`config.mk`:
```
export PLATFORM = sky130hd
export DESIGN_NAME = down_counter
export DESIGN_NICKNAME = d
export VERILOG_FILES = /design/src/rtl/down_counter.sv
export SDC_FILE = /design/constraint.sdc
export NUM_CORES = 1
export LEC_CHECK = 0
export BUFFER_PORTS_ARGS = -buffer_cell sky130_fd_sc_hd__buf_2
export CAP_MARGIN = 20
export CORE_AREA = 3 3 40 42
export DETAILED_ROUTE_END_ITERATION = 16
export DIE_AREA = 0 0 43 45
export HOLD_SLACK_MARGIN = 0.08
export SYNTH_ARGS = -nofsm -noshare
export SYNTH_HDL_FRONTEND = slang
export SYNTH_SLANG_ARGS = --single-unit
```
`constraint.sdc`:
```
create_clock -name clk -period 1.4 [get_ports clk]
set_clock_uncertainty 0.05 [all_clocks]
set_input_delay 0.07 -clock clk [delete_from_list [all_inputs] [get_ports clk]]
set_output_delay 0.07 -clock clk [all_outputs]
set_load 0.005 [all_outputs]
```
`src/rtl/down_counter.sv`:
```
// Loadable, cascadable N-bit down counter with borrow chain and a one-shot countdown FSM.
// Define DOWN_COUNTER_RELOAD_EN to add a reload register for periodic done pulses.
module down_counter #(
    parameter int unsigned N = 4
) (
    input  logic         clk,
    input  logic         reset,
    input  logic         load,
    input  logic [N-1:0] d,
    input  logic         bin,
    output logic [N-1:0] q,
    output logic         bout,
    output logic         busy,
    output logic         done
);

    localparam logic [N-1:0] One = N'(1);

    typedef enum logic [1:0] {StIdle, StRun, StDone} state_e;

    state_e       state_q, state_d;
    logic [N-1:0] cnt_q, cnt_d;
    logic         busy_q, busy_d;
    logic         done_q, done_d;
    logic [N-1:0] wrap_val;
    logic         rearm;

`ifdef DOWN_COUNTER_RELOAD_EN
    logic [N-1:0] reload_q;

    always_ff @(posedge clk) begin
        if (reset) begin
            reload_q <= '0;
        end else if (load) begin
            reload_q <= d;
        end
    end

    assign wrap_val = reload_q;
    assign rearm    = (reload_q != '0);
`else
    assign wrap_val = '1;
    assign rearm    = 1'b0;
`endif

    // Combinational borrow so a chain of slices steps as one wide counter per cycle.
    assign bout = (cnt_q == '0) && bin;

    always_comb begin
        cnt_d = cnt_q;
        if (load) begin
            cnt_d = d;
        end else if (bin) begin
            cnt_d = (cnt_q == '0) ? wrap_val : cnt_q - One;
        end
    end

    always_ff @(posedge clk) begin
        if (reset) begin
            state_q <= StIdle;
            cnt_q   <= '0;
            busy_q  <= 1'b0;
            done_q  <= 1'b0;
        end else begin
            state_q <= state_d;
            cnt_q   <= cnt_d;
            busy_q  <= busy_d;
            done_q  <= done_d;
        end
    end

    always_comb begin
        state_d = state_q;
        if (load) begin
            state_d = (d != '0) ? StRun : StDone;
        end else begin
            unique case (state_q)
                StIdle: state_d = StIdle;
                StRun: begin
                    if (bin && (cnt_q == One)) begin
                        state_d = StDone;
                    end
                end
                StDone:  state_d = rearm ? StRun : StIdle;
                default: state_d = StIdle;
            endcase
        end
    end

    // Flags are registered from the next state so they line up with state_q.
    always_comb begin
        busy_d = (state_d == StRun);
        done_d = (state_d == StDone);
    end

    assign q    = cnt_q;
    assign busy = busy_q;
    assign done = done_q;

endmodule

```
==> results of run 1 <==
-- Yosys cell counts --
cell,number,share of area
dfxtp_1,8,0.36
inv_1,2,0.017
a22oi_1,1,0.017
buf_6,2,0.050
nor4bb_4,1,0.056
and3_1,1,0.014
o21ai_1,1,0.011
nand2_1,3,0.025
nor2_1,5,0.042
mux2i_1,1,0.022
o32ai_1,1,0.019
nor3b_1,3,0.050
nand2b_1,2,0.028
a31oi_1,1,0.014
nor4_1,1,0.014
buf_2,1,0.011
o21bai_1,1,0.017
nor2b_1,1,0.014
a211o_1,2,0.039
a21oi_1,5,0.056
xor2_1,1,0.019
ha_1,3,0.083
nor4b_1,1,0.019
inv_2,1,0.0083
-- per-stage QoR --
| stage | instances | setup WS [ns] | cell area, µm² |
|---|---|---|---|
| finish | 85 | 0.0734 | 629 |
| global route | 85 | 0.0199 | 629 |
| CTS | 85 | 0.00286 | 609 |
| detailed placement | 75 | 0.0679 | 512 |
| global placement | 75 | 0.109 | 512 |
| floorplan | 49 | 0.118 | 450 |
-- worst max-delay path, cell delays in order, from the launching register on --
cell,delay (ns)
dfxtp_4,0.35
inv_2,0.05
ha_4,0.15
nor2b_4,0.12
and3_4,0.17
buf_2,0.12
-- final timing paths --
check | startpoint | endpoint | slack, ns | cells after the start
min reg2reg | state_q[1] | state_q[0] | 0.51 | 3
max reg2reg | q[0] | busy | 0.09 | 5
min | bin | q[3] | 0.11 | 3
max | q[0] | bout | 0.07 | 5
-- metal layers --
metal  up-vias  part of all wire  track usage
met5         -                 0            0
met4         0            0.0081       0.0723
met3         2             0.055       0.0239
met2        15              0.49        0.192
met1       191              0.45        0.138
li1        216                 -            -
-- logic make-up after synthesis --
family                   after synthesis  share of synthesized area
flip-flops                             8                      0.356
buffers and inverters                  6                     0.0861
adder cells (fa/ha/maj)                3                     0.0833
AND/OR/NAND/NOR                       18                      0.261
XOR/XNOR                               1                     0.0194
multiplexers                           1                     0.0222
AO/OA/AOI/OAI                         12                      0.172
-- placed cells by master (no fill, tap or decap), drive strengths merged --
cell / instances
nor2: 5
nor3b: 3
o21bai: 1
nor4bb: 1
o32ai: 1
dfxtp: 8
ha: 3
o21ai: 1
nor4b: 1
buf: 16
a21oi: 5
a31oi: 1
nand2b: 2
clkbuf: 3
nor2b: 1
and3: 1
inv: 3
nor4: 1
xor2: 1
a211o: 2
mux2i: 1
dlygate4sd3: 5
nand2: 3
a22oi: 1
-- final cells by class --
cell class                 instances  area (µm²)  share of cell area
clock buffer                       3        22.5              0.0358
inverter                           3        11.3              0.0179
multi-input combinational         35         277               0.439
sequential                         8         165               0.262
tap                               15        18.8              0.0298
timing repair buffer              21         135               0.215
-- sequential cells by signal, indices dropped and copies added, names as in the netlist --
name and cells:
busy 1, q 4, done 1, state_q 2
-- power by group --
group	internal (mW)	switching, mW
Sequential	0.243	0.0152
Combinational	0.0780	0.0612
Clock	0.0988	0.0885
Total	0.420	0.165
-- what timing repair did --
| action | in CTS | in global routing |
|---|---|---|
| resized for setup | 5 | 5 |
| endpoints found under the hold margin | 8 | 0 |
| setup endpoints to repair | 1 | 1 |
| hold buffers | 5 | 0 |
| pin swaps | 0 | 1 |
| setup buffers | 2 | 0 |
==> results.sh, run 1 <==
export IMPL_hold_viol=0
export IMPL_clk_latency_ns=0.26
export IMPL_drive_gt1_frac=0.400
export IMPL_required_ns=1.28
export IMPL_first_pass_iters=4
export IMPL_clk_pin_slew_ns=0.06
export IMPL_post_drt_wl_per_cell_um=11.6
export IMPL_grt_setup_unrepaired="false"
export IMPL_avgSynthCellArea_um2=9.19
export IMPL_slew_violations=0
export IMPL_antenna_found_initial=0
export IMPL_syn2layout_area_growth_pct=39.7
export IMPL_gp_congestion=0.790
export IMPL_syn_num_nets=60
export IMPL_power_total_mw=0.585
export IMPL_cts_root_buffer="clkbuf_4"
export IMPL_hold_path_class="in -> reg"
export IMPL_dieWidth_um=43
export IMPL_p_leak_nw=0.281
export IMPL_ys_seq_area_frac=0.356
export IMPL_end_kind="output pin"
export IMPL_drcViolationCount=0
export IMPL_clk_path_buf_depth=2
export IMPL_gr_total_overflow=0
export IMPL_wirelength_um=984
export IMPL_drv_cap=0
export IMPL_synth_seq_cells=8
export IMPL_arrival_ns=1.21
export IMPL_cts_sinks=8
export IMPL_rows=13
export IMPL_fp_coreArea_mm2=0.00128
export IMPL_grt_pass1_wl_um=1660
export IMPL_run_status="finished clean"
export IMPL_hold_slack_ns=0.108
export IMPL_die_area_mm2=0.00194
export IMPL_finalSetupViolCount=0
export IMPL_ioPinCount=15
export IMPL_fin_setup_tns_ns=0
export IMPL_die_h_um=45
export IMPL_via_per_inst=4.99
export IMPL_fin_crit_sh=0.948
export IMPL_num_vias=424
export IMPL_cts_buffers=3
export IMPL_syn_inst=49
export IMPL_max_freq_mhz=754
export IMPL_synth_cell_types=24
export IMPL_track_usage=0.116
export IMPL_ys_warn_count=0
export IMPL_antenna_left=0
export IMPL_ir_drop_mv=0.414
export IMPL_relSlewSlack=0.749
export IMPL_crit_type="reg -> out"
export IMPL_cts_tree="built"
export IMPL_diodes=0
export IMPL_worst_pin_slew_ns=0.373
export IMPL_post_route_util=0.490
export IMPL_htreeDepth=1
export IMPL_grt_max_degree=13
export IMPL_path_max_fanout=2
export IMPL_power_per_cell_area_mw_per_mm2=929
export IMPL_fill_cells=127
export IMPL_grt_pass1_vias=388
export IMPL_startpoint_type="register"
export IMPL_drtIter0Drc=7
export IMPL_start_util=0.351
export IMPL_io_buffers=14
export IMPL_synth_area_um2=450
export IMPL_final_nets=83
export IMPL_finalCriticalPeriod_ns=1.33
(Power assumes the default switching activity.)
==> inputs of run 2 (changes only) <==
--- a/config.mk
+++ b/config.mk
@@ -11,6 +11,7 @@
 export DETAILED_ROUTE_END_ITERATION = 16
 export DIE_AREA = 0 0 43 45
 export HOLD_SLACK_MARGIN = 0.08
+export PLACE_DENSITY = 0.69
 export SYNTH_ARGS = -nofsm -noshare
 export SYNTH_HDL_FRONTEND = slang
 export SYNTH_SLANG_ARGS = --single-unit
==> results.sh, run 2 (synthesis gave the netlist of run 1 again) <==
export IMPL_min_to="q[3]"
export IMPL_via_per_inst=5.12
export IMPL_cts_root_buffer="clkbuf_4"
export IMPL_antenna_left=0
export IMPL_cts_tree="built"
export IMPL_cts_buffers=3
export IMPL_drcViolationCount=0
export IMPL_grt_use_met3=0.0120
export IMPL_relSlewSlack=0.786
export IMPL_required_ns=1.28
export IMPL_p_leak_nw=0.277
export IMPL_diodes=0
export IMPL_post_drt_wl_per_cell_um=13.3
export IMPL_finalCriticalPeriod_ns=1.34
export IMPL_hold_path_class="in -> reg"
export IMPL_start_util=0.351
export IMPL_largest_reg_flops=4
export IMPL_hold_viol=0
export IMPL_r2r_start="q[0]"
export IMPL_clk_pin_slew_ns=0.06
export IMPL_drv_cap=0
export IMPL_rows=13
export IMPL_run_status="finished clean"
export IMPL_ir_drop_mv=0.293
export IMPL_hold_depth=3
export IMPL_grt_setup_unrepaired="true"
export IMPL_r2r_end="busy"
export IMPL_antenna_found_initial=0
export IMPL_first_pass_iters=3
export IMPL_gp_congestion=0.802
export IMPL_rrSetupSlack_ns=0.10
export IMPL_track_usage=0.124
export IMPL_use_met1=0.147
export IMPL_clk_latency_ns=0.25
export IMPL_ioPinCount=15
export IMPL_path_max_fanout=3
export IMPL_io_buffers=14
export IMPL_arrival_ns=1.22
export IMPL_htreeDepth=1
export IMPL_place_hpwl_um=751
export IMPL_cts_sinks=8
export IMPL_die_area_mm2=0.00194
export IMPL_die_h_um=45
export IMPL_layout_commonest_cell="buf_2"
export IMPL_grt_pass1_wl_um=1790
export IMPL_hp_start="d[3]"
export IMPL_fin_cells=84
export IMPL_crit_type="reg -> out"
export IMPL_finalSetupViolCount=0
export IMPL_drtIter0Drc=13
export IMPL_drive_gt1_frac=0.406
export IMPL_power_total_mw=0.580
export IMPL_power_per_cell_area_mw_per_mm2=936
export IMPL_fp_coreArea_mm2=0.00128
export IMPL_clk_path_buf_depth=2
export IMPL_fin_setup_tns_ns=0
export IMPL_grt_pass1_vias=429
export IMPL_hold_slack_ns=0.102
export IMPL_reg2reg_depth=5
export IMPL_fill_cells=124
export IMPL_final_nets=82
export IMPL_worst_pin_slew_ns=0.319
export IMPL_startpoint_type="register"
export IMPL_wirelength_um=1110
export IMPL_max_freq_mhz=749
export IMPL_gr_total_overflow=0
export IMPL_dp_cells=75
export IMPL_fin_crit_sh=0.954
export IMPL_syn2layout_area_growth_pct=37.5
export IMPL_num_vias=430
export IMPL_end_kind="output pin"
export IMPL_final_cell_mix="buf_2 (14), dfxtp_1 (6), nor2_1 (5), a21oi_1 (5), dlygate4sd3_1 (4)"
export IMPL_slew_violations=0
export IMPL_met2_usage=0.207
export IMPL_busiest_layer="met2"
export IMPL_grt_max_degree=13
export IMPL_dieWidth_um=43
[run 2: what timing repair did]
item                                    4_1_cts  5_1_grt
hold buffers                                  4        0
resized for setup                             6        4
pin swaps                                     0        2
setup buffers                                 2        0
endpoints found under the setup margin        1        2
endpoints found under the hold margin         7        0
[run 2: final cells by class]
type | count | area, µm² | area share
clock buffer | 3 | 22.5 | 0.0364
multi-input combinational | 35 | 277 | 0.446
sequential | 8 | 165 | 0.267
timing repair buffer | 20 | 125 | 0.202
tap | 15 | 18.8 | 0.0303
inverter | 3 | 11.3 | 0.0182
[run 2: report_power, final]
| group | internal, mW | switching [mW] | leakage (nW) | total [mW] |
|---|---|---|---|---|
| Combinational | 0.0772 | 0.0655 | 0.196 | 0.143 |
| Sequential | 0.243 | 0.0160 | 0.0670 | 0.259 |
| Clock | 0.0982 | 0.0799 | 0.0138 | 0.178 |
| Total | 0.418 | 0.161 | 0.277 | 0.580 |
[run 2: through the flow]
stage | util | setup WS (ns) | instance area (µm²)
detailed placement | 0.398 | 0.0752 | 512
global route | 0.482 | -0.00806 | 619
global placement | 0.398 | 0.116 | 512
finish | 0.482 | 0.0647 | 619
CTS | 0.466 | 0.00374 | 599
floorplan | - | 0.118 | 450
[run 2: metal layers]
layer,vias up,share of wire
li1,211,-
met1,196,0.44
met2,18,0.48
met3,5,0.048
met4,0,0.025
met5,-,0
[run 2: worst max path at each step]
stage                     startpoint   end  slack [ns]  cells past startpoint
after floorplan                 q[0]  q[1]        0.12                      4
after global placement          q[0]  q[1]        0.12                      4
after detailed placement        q[0]  q[1]        0.08                      4
after CTS                       q[0]  bout       0.004                      5
after global routing            q[0]  done      -0.008                      5
final                           q[1]  bout        0.06                      5
[run 2: worst max-delay path, cell delays in order, from the launching register on]
cell and delay, ns:
dfxtp_2 0.33, inv_2 0.09, ha_4 0.14, nor2b_4 0.13, and3_4 0.17, buf_2 0.10
